## src/rtl/rv_pkg.sv

```systemverilog
// Shared fetch-path types and defaults.
package rv_pkg;
  localparam int XLEN = 32;
  localparam logic [XLEN-1:0] RESET_PC = 32'h8000_0000;
  localparam int INST_W = 32;

  // One fetch buffer slot: the PC tag is written at request time,
  // the instruction and filled flag at response time.
  typedef struct packed {
    logic [XLEN-1:0]   pc;
    logic [INST_W-1:0] inst;
    logic              filled;
  } fetch_entry_t;
endpackage

```

## src/rtl/fetch_buffer.sv

```systemverilog
// PC-tagged in-order fetch FIFO: allocate on request, fill on response, pop to decode.
module fetch_buffer
  import rv_pkg::*;
#(
  parameter int DEPTH = 4
) (
  input  logic                     clock,
  input  logic                     reset,
  input  logic                     flush,
  input  logic                     alloc,
  input  logic [XLEN-1:0]          alloc_pc,
  input  logic                     fill,
  input  logic [INST_W-1:0]        fill_inst,
  input  logic                     pop,
  output fetch_entry_t             head,
  output logic [$clog2(DEPTH):0]   count,
  output logic [$clog2(DEPTH):0]   unfilled
);
  localparam int AW = $clog2(DEPTH);
  localparam int CW = AW + 1;

  fetch_entry_t  ent [DEPTH];
  logic [AW-1:0] alloc_ptr, fill_ptr, head_ptr;

  assign head = ent[head_ptr];

  // Pointer, occupancy and entry update; flush drops every entry but keeps stale payloads.
  // Alloc, fill and pop always address different slots, so they can coexist in one cycle.
  always_ff @(posedge clock or posedge reset) begin
    if (reset) begin
      alloc_ptr <= '0;
      fill_ptr  <= '0;
      head_ptr  <= '0;
      count     <= '0;
      unfilled  <= '0;
      for (int i = 0; i < DEPTH; i++) ent[i] <= '0;
    end else if (flush) begin
      alloc_ptr <= '0;
      fill_ptr  <= '0;
      head_ptr  <= '0;
      count     <= '0;
      unfilled  <= '0;
      for (int i = 0; i < DEPTH; i++) ent[i].filled <= 1'b0;
    end else begin
      if (alloc) begin
        ent[alloc_ptr].pc     <= alloc_pc;
        ent[alloc_ptr].filled <= 1'b0;
        alloc_ptr             <= alloc_ptr + AW'(1);
      end
      if (fill) begin
        ent[fill_ptr].inst   <= fill_inst;
        ent[fill_ptr].filled <= 1'b1;
        fill_ptr             <= fill_ptr + AW'(1);
      end
      if (pop) begin
        ent[head_ptr].filled <= 1'b0;
        head_ptr             <= head_ptr + AW'(1);
      end
      count    <= count + CW'(alloc) - CW'(pop);
      unfilled <= unfilled + CW'(alloc) - CW'(fill);
    end
  end
endmodule

```

## src/rtl/if_fetch_unit.sv

```systemverilog
// Instruction fetch front end: sequential PC generation, request gating,
// squashed-response drop counter and the PC-tagged fetch buffer.
module if_fetch_unit #(
  parameter int              XLEN     = rv_pkg::XLEN,
  parameter logic [XLEN-1:0] RESET_PC = rv_pkg::RESET_PC,
  parameter int              DEPTH    = 4
) (
  input  logic            clock,
  input  logic            reset,
  output logic            io_imem_req_valid,
  input  logic            io_imem_req_ready,
  output logic [XLEN-1:0] io_imem_req_addr,
  input  logic            io_imem_resp_valid,
  input  logic [31:0]     io_imem_resp_data,
  input  logic            io_redirect_valid,
  input  logic [XLEN-1:0] io_redirect_pc,
  output logic            io_id_valid,
  input  logic            io_id_ready,
  output logic [XLEN-1:0] io_id_pc,
  output logic [31:0]     io_id_inst
);
  import rv_pkg::fetch_entry_t;

  localparam int CW = $clog2(DEPTH) + 1;

  logic [XLEN-1:0] pc;
  logic [CW-1:0]   drop_cnt, count, unfilled;
  logic [CW:0]     occupancy;
  logic            req_fire, fill, pop;
  fetch_entry_t    head;

  // Target is forced word aligned, so the low two bits are never used.
  logic unused_redirect_lsbs;
  assign unused_redirect_lsbs = ^io_redirect_pc[1:0];

  // Squashed-but-outstanding requests still hold a slot until their response returns.
  assign occupancy         = {1'b0, count} + {1'b0, drop_cnt};
  assign io_imem_req_valid = !reset && !io_redirect_valid && (occupancy < (CW+1)'(DEPTH));
  assign io_imem_req_addr  = pc;
  assign req_fire          = io_imem_req_valid && io_imem_req_ready;

  assign fill        = io_imem_resp_valid && (drop_cnt == '0) && !io_redirect_valid;
  assign io_id_valid = !reset && head.filled && !io_redirect_valid;
  assign pop         = io_id_valid && io_id_ready;
  assign io_id_pc    = head.pc;
  assign io_id_inst  = head.inst;

  // Fetch PC: redirect wins over sequential advance; wraps naturally at 2^XLEN.
  always_ff @(posedge clock or posedge reset) begin
    if (reset)                  pc <= RESET_PC;
    else if (io_redirect_valid) pc <= {io_redirect_pc[XLEN-1:2], 2'b00};
    else if (req_fire)          pc <= pc + XLEN'(4);
  end

  // Drop counter: on redirect, every still-unanswered request becomes stale;
  // a response arriving that same cycle already retires one of them.
  always_ff @(posedge clock or posedge reset) begin
    if (reset)
      drop_cnt <= '0;
    else if (io_redirect_valid)
      drop_cnt <= drop_cnt + unfilled - CW'(io_imem_resp_valid);
    else if (io_imem_resp_valid && (drop_cnt != '0))
      drop_cnt <= drop_cnt - CW'(1);
  end

  fetch_buffer #(.DEPTH(DEPTH)) u_buf (
    .clock     (clock),
    .reset     (reset),
    .flush     (io_redirect_valid),
    .alloc     (req_fire),
    .alloc_pc  (pc),
    .fill      (fill),
    .fill_inst (io_imem_resp_data),
    .pop       (pop),
    .head      (head),
    .count     (count),
    .unfilled  (unfilled)
  );

  // A response must always belong to some outstanding (live or squashed) request.
  a_resp_has_req: assert property (@(posedge clock) disable iff (reset)
    io_imem_resp_valid |-> (drop_cnt != '0 || unfilled != '0));

  // Tracked slots never exceed the buffer size.
  a_occupancy: assert property (@(posedge clock) disable iff (reset)
    occupancy <= (CW+1)'(DEPTH));
endmodule

```

## config.mk

```make
export PLATFORM = sky130hd
export DESIGN_NAME = if_fetch_unit
export DESIGN_NICKNAME = d
export VERILOG_FILES = /design/src/rtl/rv_pkg.sv /design/src/rtl/fetch_buffer.sv /design/src/rtl/if_fetch_unit.sv
export SDC_FILE = /design/constraint.sdc
export NUM_CORES = 1
export LEC_CHECK = 0
export CORE_MARGIN = 1
export CORE_UTILIZATION = 55
export CTS_BUF_LIST = sky130_fd_sc_hd__clkbuf_8
export CTS_CLUSTER_SIZE = 30
export DETAILED_ROUTE_END_ITERATION = 16
export PLACE_DENSITY = 0.77
export SYNTH_ARGS = -nofsm -noshare
export SYNTH_HDL_FRONTEND = slang
export SYNTH_SLANG_ARGS = --single-unit
```

## constraint.sdc

```tcl
create_clock -name clock -period 28.9 [get_ports clock]
set_clock_uncertainty 0.05 [all_clocks]
set_input_delay 2.89 -clock clock [delete_from_list [all_inputs] [get_ports clock]]
set_output_delay 2.89 -clock clock [all_outputs]
set_load 0.02 [all_outputs]
```

== Word-level counts from Yosys, hierarchy flattened ==
Cells that the tools add are included.
Widths: inputs -> output; s select.

* Output and inout port bits: 98
* Register bits: 307
* Input port bits: 70

* Reductions and logical operators: 20
* Bitwise gates (word level): 3
* Multiplexer cells: 39
* Add/sub/neg operators: 12
* Magnitude comparators: 7

{| class="wikitable"
|+ Operators by type and width
! cell !! number
|-
| $bwmux 260 || 5
|-
| $mux 260 || 5
|-
| $demux 65 s2 || 5
|-
| $mux 65 || 3
|-
| $bmux 65 s2 || 1
|-
| $mux 32 || 2
|-
| $mux 33 || 1
|-
| $add 32x3->32 const B || 1
|-
| $logic_and 1x1->1 || 12
|-
| $mux 2 || 6
|-
| $mux 3 || 4
|-
| $ge 3x3->1 const B || 3
|-
| $lt 3x1->1 const B || 3
|-
| $not 2->3 || 3
|-
| $sub 3x1->3 || 3
|-
| $reduce_bool 2->1 || 4
|-
| $mux 1 || 7
|-
| $add 2x1->2 const B || 3
|-
| $add 3x1->3 || 2
|-
| $add 3x3->4 || 1
|-
| $lt 4x3->1 const B || 1
|-
| $add 3x3->3 || 1
|-
| $logic_not 3->1 || 1
|-
| $reduce_bool 3->1 || 1
|-
| other kinds (2) || 3
|}

== Depth between registers and ports, before layout ==
* Word-level depth: 16
* Depth in mapped cells: 11
* Depth with buffers taken out: 11

== Modules after synthesis ==
A second synthesis with hierarchy kept.

* Cells, all modules: 968
* Area total of the unflattened synthesis: 14302.5 µm²

{| class="wikitable"
|+ By module, submodules not included
! module !! cells an instance !! sequential area each (µm²) !! area an instance (µm²) !! times used
|-
| fetch_buffer || 707 || 6806.5 || 12136.6 || 1
|-
| if_fetch_unit || 261 || 827.0 || 2165.8 || 1
|}

== Least setup slack after synthesis ==
Ideal clock, no wire load.

* Path type: input -> output
* From: input io_redirect_valid
* To: output io_imem_req_valid
* Arrival: 3.358 ns
* Required time: 25.960 ns
* Stages on the path: 2
* Path slack: 22.602 ns
* Cell sequence: nor2_2 and3_1

* Word-level cells in the longest chain between the ends: 3

{| class="wikitable"
|+ Ends and longest elaborated chain
! item !! line !! text
|-
| start: declaration || if_fetch_unit.sv:15 || <nowiki>input logic io_redirect_valid,</nowiki>
|-
| $logic_not 1->1 || if_fetch_unit.sv:38 || <nowiki>assign io_imem_req_valid = !reset && !io_redirect_valid && (occupancy < (CW+1)'(DEPTH));</nowiki>
|-
| $logic_and 1x1->1 (2 in a row) || if_fetch_unit.sv:38 ||
|-
| end: declaration || if_fetch_unit.sv:10 || <nowiki>output logic io_imem_req_valid,</nowiki>
|}

Every way passes these cells.

== Worst setup path in the final report ==
* From: input reset
* To: output io_imem_req_valid

* Word-level cells in the longest chain between the ends: 3

{| class="wikitable"
|+ Ends and longest elaborated chain
! item !! line !! text
|-
| start: declaration || if_fetch_unit.sv:9 || <nowiki>input logic reset,</nowiki>
|-
| $logic_not 1->1 (no source line) || n/a ||
|-
| $logic_and 1x1->1 (2 in a row) || if_fetch_unit.sv:38 ||
|}

Every way passes these cells.

==> results.rst <==
.. list-table::
   :header-rows: 1

   * - Metric
     - Value
   * - Result of the run
     - finished clean
   * - Via count of the first global-routing pass
     - between 9000 and 10000
   * - Startpoint Class
     - input port
   * - Critical Path Sink Type
     - output pin
   * - Combinational family with the most area after synthesis
     - multiplexers
   * - Class of the most critical setup path
     - in2out
   * - Std cell rows
     - between 50 and 60
   * - Fraction of the mapped netlist area in simple logic gates
     - roughly 6.3%
   * - Top cells by area, synth
     - sky130_fd_sc_hd__dfrtp_1 (53%), sky130_fd_sc_hd__mux2_2 (19%), sky130_fd_sc_hd__mux4_2 (10%)
   * - Pin slew with the least headroom to its limit
     - between 1 and 1.5 ns
   * - Number of nets with antenna violations after routing
     - 0
   * - Type of the most critical hold path
     - reg2reg
   * - Setup_tns
     - 0 ns
   * - Hpwl dp
     - between 15000 and 20000 um
   * - Hold Worst Slack
     - 0.4474 ns
   * - Signal arrival time at the worst endpoint
     - around 4.6 ns
   * - Critical hold path startpoint
     - u_buf.ent[28]
   * - Count of warnings emitted by yosys
     - 0
   * - Setup ws final
     - 21.41 ns
   * - Reported leakage power
     - between 7 and 8 nW
   * - Post-synth top flop
     - sky130_fd_sc_hd__dfrtp_1
   * - DR iter-0 viols
     - 625
   * - Number of setup violations in the final report
     - 0
   * - Clock input transition at the sequential cells of the worst setup and hold paths
     - 0.05 ns
   * - Clock net sink count
     - a little under 300
   * - Total of cells resized after clock tree synthesis
     - 0
   * - Number of diodes added for antenna fixing
     - 0
   * - Routed length per placed instance
     - ~20 um
   * - Effective utilization at floorplan
     - 56.81%
   * - Max Clock Freq
     - roughly 0.13 GHz
   * - Seq cells post-synth
     - about 300
   * - Area delta synth->final
     - 19.62%
   * - Placed Area
     - 15700 um^2
   * - Compound-Gate Fraction of Synth Area
     - under 10%
   * - Most repeated library cell on the critical path
     - sky130_fd_sc_hd__clkdlybuf4s50_1
   * - Count of flip-flops with a built-in enable after synthesis
     - 0
   * - Non-filler cells, final
     - 1505
   * - Global-route usage over all layers
     - between 20% and 30%
   * - Number of max-capacitance violations reported
     - 0
   * - Reg area
     - roughly 7400 um^2
   * - Chip height
     - about 160 um
   * - Most common cell in the synthesized netlist
     - sky130_fd_sc_hd__dfrtp_1
   * - Number of buffers inserted for hold repair after clock tree synthesis
     - 0
   * - Worst supply voltage drop on vdd
     - 0.05430 mV
   * - Number of distinct library cells after synthesis
     - 60
   * - Post-placement worst setup slack
     - about 21 ns
   * - Adder and majority gate portion of the synthesized area
     - under 10%
   * - Worst hold path cell count
     - 1
   * - H-Tree Depth
     - 2
   * - Async SR Flop Fraction
     - 100.0%
   * - Worst-case headroom to the max-slew limit
     - approximately a quarter
   * - Number of detailed-route iterations in the first pass
     - 5
   * - Largest delay share family, worst path
     - buffers and inverters
   * - Sum of internal, switching and leakage power
     - roughly 1.3 mW
   * - Critical-path cell list
     - clkdlybuf4s50_1, nor2_2, and3_1, clkdlybuf4s50_1
   * - Overall via count from detail_route
     - 9002
   * - # placed instances
     - about 1400
   * - GPL Wtd Cong
     - approximately 0.79
   * - Beginning of the worst register-to-register path
     - u_buf.head_ptr[0]
   * - Data required time of the worst path
     - roughly 26 ns
   * - Inserted Clock Buffers
     - 49
   * - CTS root buffer
     - sky130_fd_sc_hd__clkbuf_8
   * - Clk buf depth
     - 3
   * - Buf/Inv on CP
     - 2
   * - Terminating pin of the worst hold path
     - u_buf.ent[28]
   * - Total global routing overflow
     - 0
   * - Final hold violations
     - 0
   * - Pin count of the biggest net entering global routing
     - 143
   * - R2R depth
     - 10
   * - Netlist area before placement
     - approximately 14000 um^2
   * - Top Ports
     - between 150 and 200
   * - Area occupied by multi-input gates
     - slightly above 6000 um^2
   * - Util after Layout
     - about 68%
   * - Synthesized instance count
     - about 1000
   * - Mean Syn Cell Area
     - roughly 14 um^2
   * - Die area
     - around 26000 um^2
   * - Multiplexer share of the synthesized area
     - between 20% and 30%
   * - FF-to-FF setup slack
     - between 20 and 30 ns
   * - Core region area
     - roughly 25000 um^2
   * - Average via count per standard cell
     - 5.981
   * - Antenna violations before repair
     - 0
   * - Largest stage delay, worst path
     - roughly 0.6 ns
   * - Cell types with the highest counts after synthesis
     - sky130_fd_sc_hd__dfrtp_1 (296), sky130_fd_sc_hd__mux2_2 (230), sky130_fd_sc_hd__mux4_2 (63), sky130_fd_sc_hd__o21ai_0 (57), sky130_fd_sc_hd__nand2_1 (44)
   * - Xor and xnor area share after synthesis
     - less than 1%
   * - Cell type contributing the most total cell area after synthesis
     - sky130_fd_sc_hd__dfrtp_1
   * - Library cell contributing the largest single delay on the critical path
     - sky130_fd_sc_hd__clkdlybuf4s50_1
   * - Final period util
     - ~26%
   * - Total Nets Final
     - roughly 1200
   * - Fraction of final layout cells with drive strength greater than 1
     - approximately a third
   * - CTS tree
     - built
   * - Final design instance area without fill
     - about 17000 um^2
   * - R2R Path End
     - u_buf.count[2]
   * - Crit path time final
     - ~7.5 ns
   * - Total stage count of the critical path
     - 4
   * - Width of the die
     - 161.4 um
   * - First-pass GRT wire length
     - approximately 50000 um
   * - Largest fanout of any net on the critical path
     - 5
   * - Post-synth top area share
     - between 50% and 60%
   * - RSZ-0062 raised after global routing
     - false
   * - Number of remaining DRC errors
     - 0
   * - Number of fillers in the final layout
     - about 1800
   * - Post-synthesis sequential area ratio
     - 53.18%
   * - Power per Cell Area
     - about 80 nW/um^2
   * - Final WL
     - 30660 um
   * - Number of port buffers
     - 161
   * - Total count of max-transition violations in the final report
     - 0
   * - Post-CTS setup-driven buffer insertion count
     - 0
   * - Insertion delay of the later-clocked pin in the worst-skew pair
     - ~0.57 ns
## placed cells by master (no fill, tap or decap), types with 4 or more instances in the layout
master / synthesis / routed
sky130_fd_sc_hd__mux2_2: 230 / 230
sky130_fd_sc_hd__a221o_1: 4 / 4
sky130_fd_sc_hd__nand4_1: 8 / 8
sky130_fd_sc_hd__a221oi_1: 4 / 4
sky130_fd_sc_hd__and4_1: 9 / 9
sky130_fd_sc_hd__clkinv_2: 0 / 6
sky130_fd_sc_hd__buf_4: 5 / 9
sky130_fd_sc_hd__nand3_1: 18 / 18
sky130_fd_sc_hd__and2_1: 4 / 4
sky130_fd_sc_hd__nand2_1: 44 / 41
sky130_fd_sc_hd__a31oi_1: 5 / 5
sky130_fd_sc_hd__mux2i_1: 4 / 4
sky130_fd_sc_hd__nand2_2: 4 / 7
sky130_fd_sc_hd__xnor2_1: 7 / 7
sky130_fd_sc_hd__o31ai_1: 4 / 4
sky130_fd_sc_hd__clkdlybuf4s50_1: 0 / 160
sky130_fd_sc_hd__nor2_1: 17 / 17
sky130_fd_sc_hd__or4_1: 13 / 13
sky130_fd_sc_hd__a21o_1: 4 / 4
sky130_fd_sc_hd__nor4_1: 6 / 6
sky130_fd_sc_hd__inv_1: 31 / 49
sky130_fd_sc_hd__clkbuf_8: 0 / 61
sky130_fd_sc_hd__dfrtp_1: 296 / 294
sky130_fd_sc_hd__conb_1: 1 / 4
sky130_fd_sc_hd__and3_1: 6 / 6
sky130_fd_sc_hd__ha_1: 24 / 24
sky130_fd_sc_hd__mux4_2: 63 / 63
sky130_fd_sc_hd__o211ai_1: 9 / 9
sky130_fd_sc_hd__o21ai_0: 57 / 57
## logic make-up (layout without fill, tap and decap cells)
family / after synthesis / after routing
mux: 297 / 297
flops: 297 / 297
simple gates: 150 / 150
buf+inv: 110 / 291
compound gates: 105 / 105
fa+ha+maj: 27 / 27
xor+xnor: 10 / 10
other cells: 1 / 4
## cell type report
class	count	area share, %
Sequential cell	297	44.49
Multi-Input combinational cell	593	36.23
Timing Repair Buffer	170	10.01
Clock buffer	61	5.021
Tap cell	324	2.424
Clock inverter	29	1.085
Inverter	31	0.7408
## registers in the layout, summed over array words and instances (netlist names)
signal            flops
drop_cnt              3
io_imem_req_addr     30
u_buf.alloc_ptr       2
u_buf.count           3
u_buf.ent           252
u_buf.fill_ptr        2
u_buf.head_ptr        2
u_buf.unfilled        3
## worst reg2reg max path, delay by kind of cell, from the launching register on
family        cells  cell delay, ns
xor+xnor          1            0.16
fa+ha+maj         3            0.82
buf+inv           3            0.97
flops             1            0.68
mux               1            0.65
simple gates      2            0.37
## worst max-delay path by stage
| stage | from | slack [ns] | end |
|---|---|---|---|
| 2_1_floorplan | reset | 17.76 | drop_cnt[0] |
| 3_3_place_gp | reset | 21.41 | io_imem_req_valid |
| 3_5_place_dp | reset | 21.40 | io_id_valid |
| 4_1_cts | reset | 21.40 | io_id_valid |
| 5_1_grt | reset | 21.32 | io_imem_req_valid |
| 6_report | reset | 21.41 | io_imem_req_valid |
## metal layers
metal	vias to the layer above	global-route usage [%]	routed length (um)
met4	0	7.547	695
met2	255	39.81	14860
li1	3980	-	-
met5	-	0	0
met3	56	4.622	1798
met1	4711	33.96	13310
## power by group
group / switching [mW] / total, mW / leakage (nW) / internal (mW)
logic: 0.166 / 0.372 / 3.14 / 0.206
clock network: 0.167 / 0.376 / 0.602 / 0.209
registers: 0.0521 / 0.553 / 3.95 / 0.501
total: 0.385 / 1.30 / 7.69 / 0.915
No activity file was read; power rests on OpenSTA's default activity.
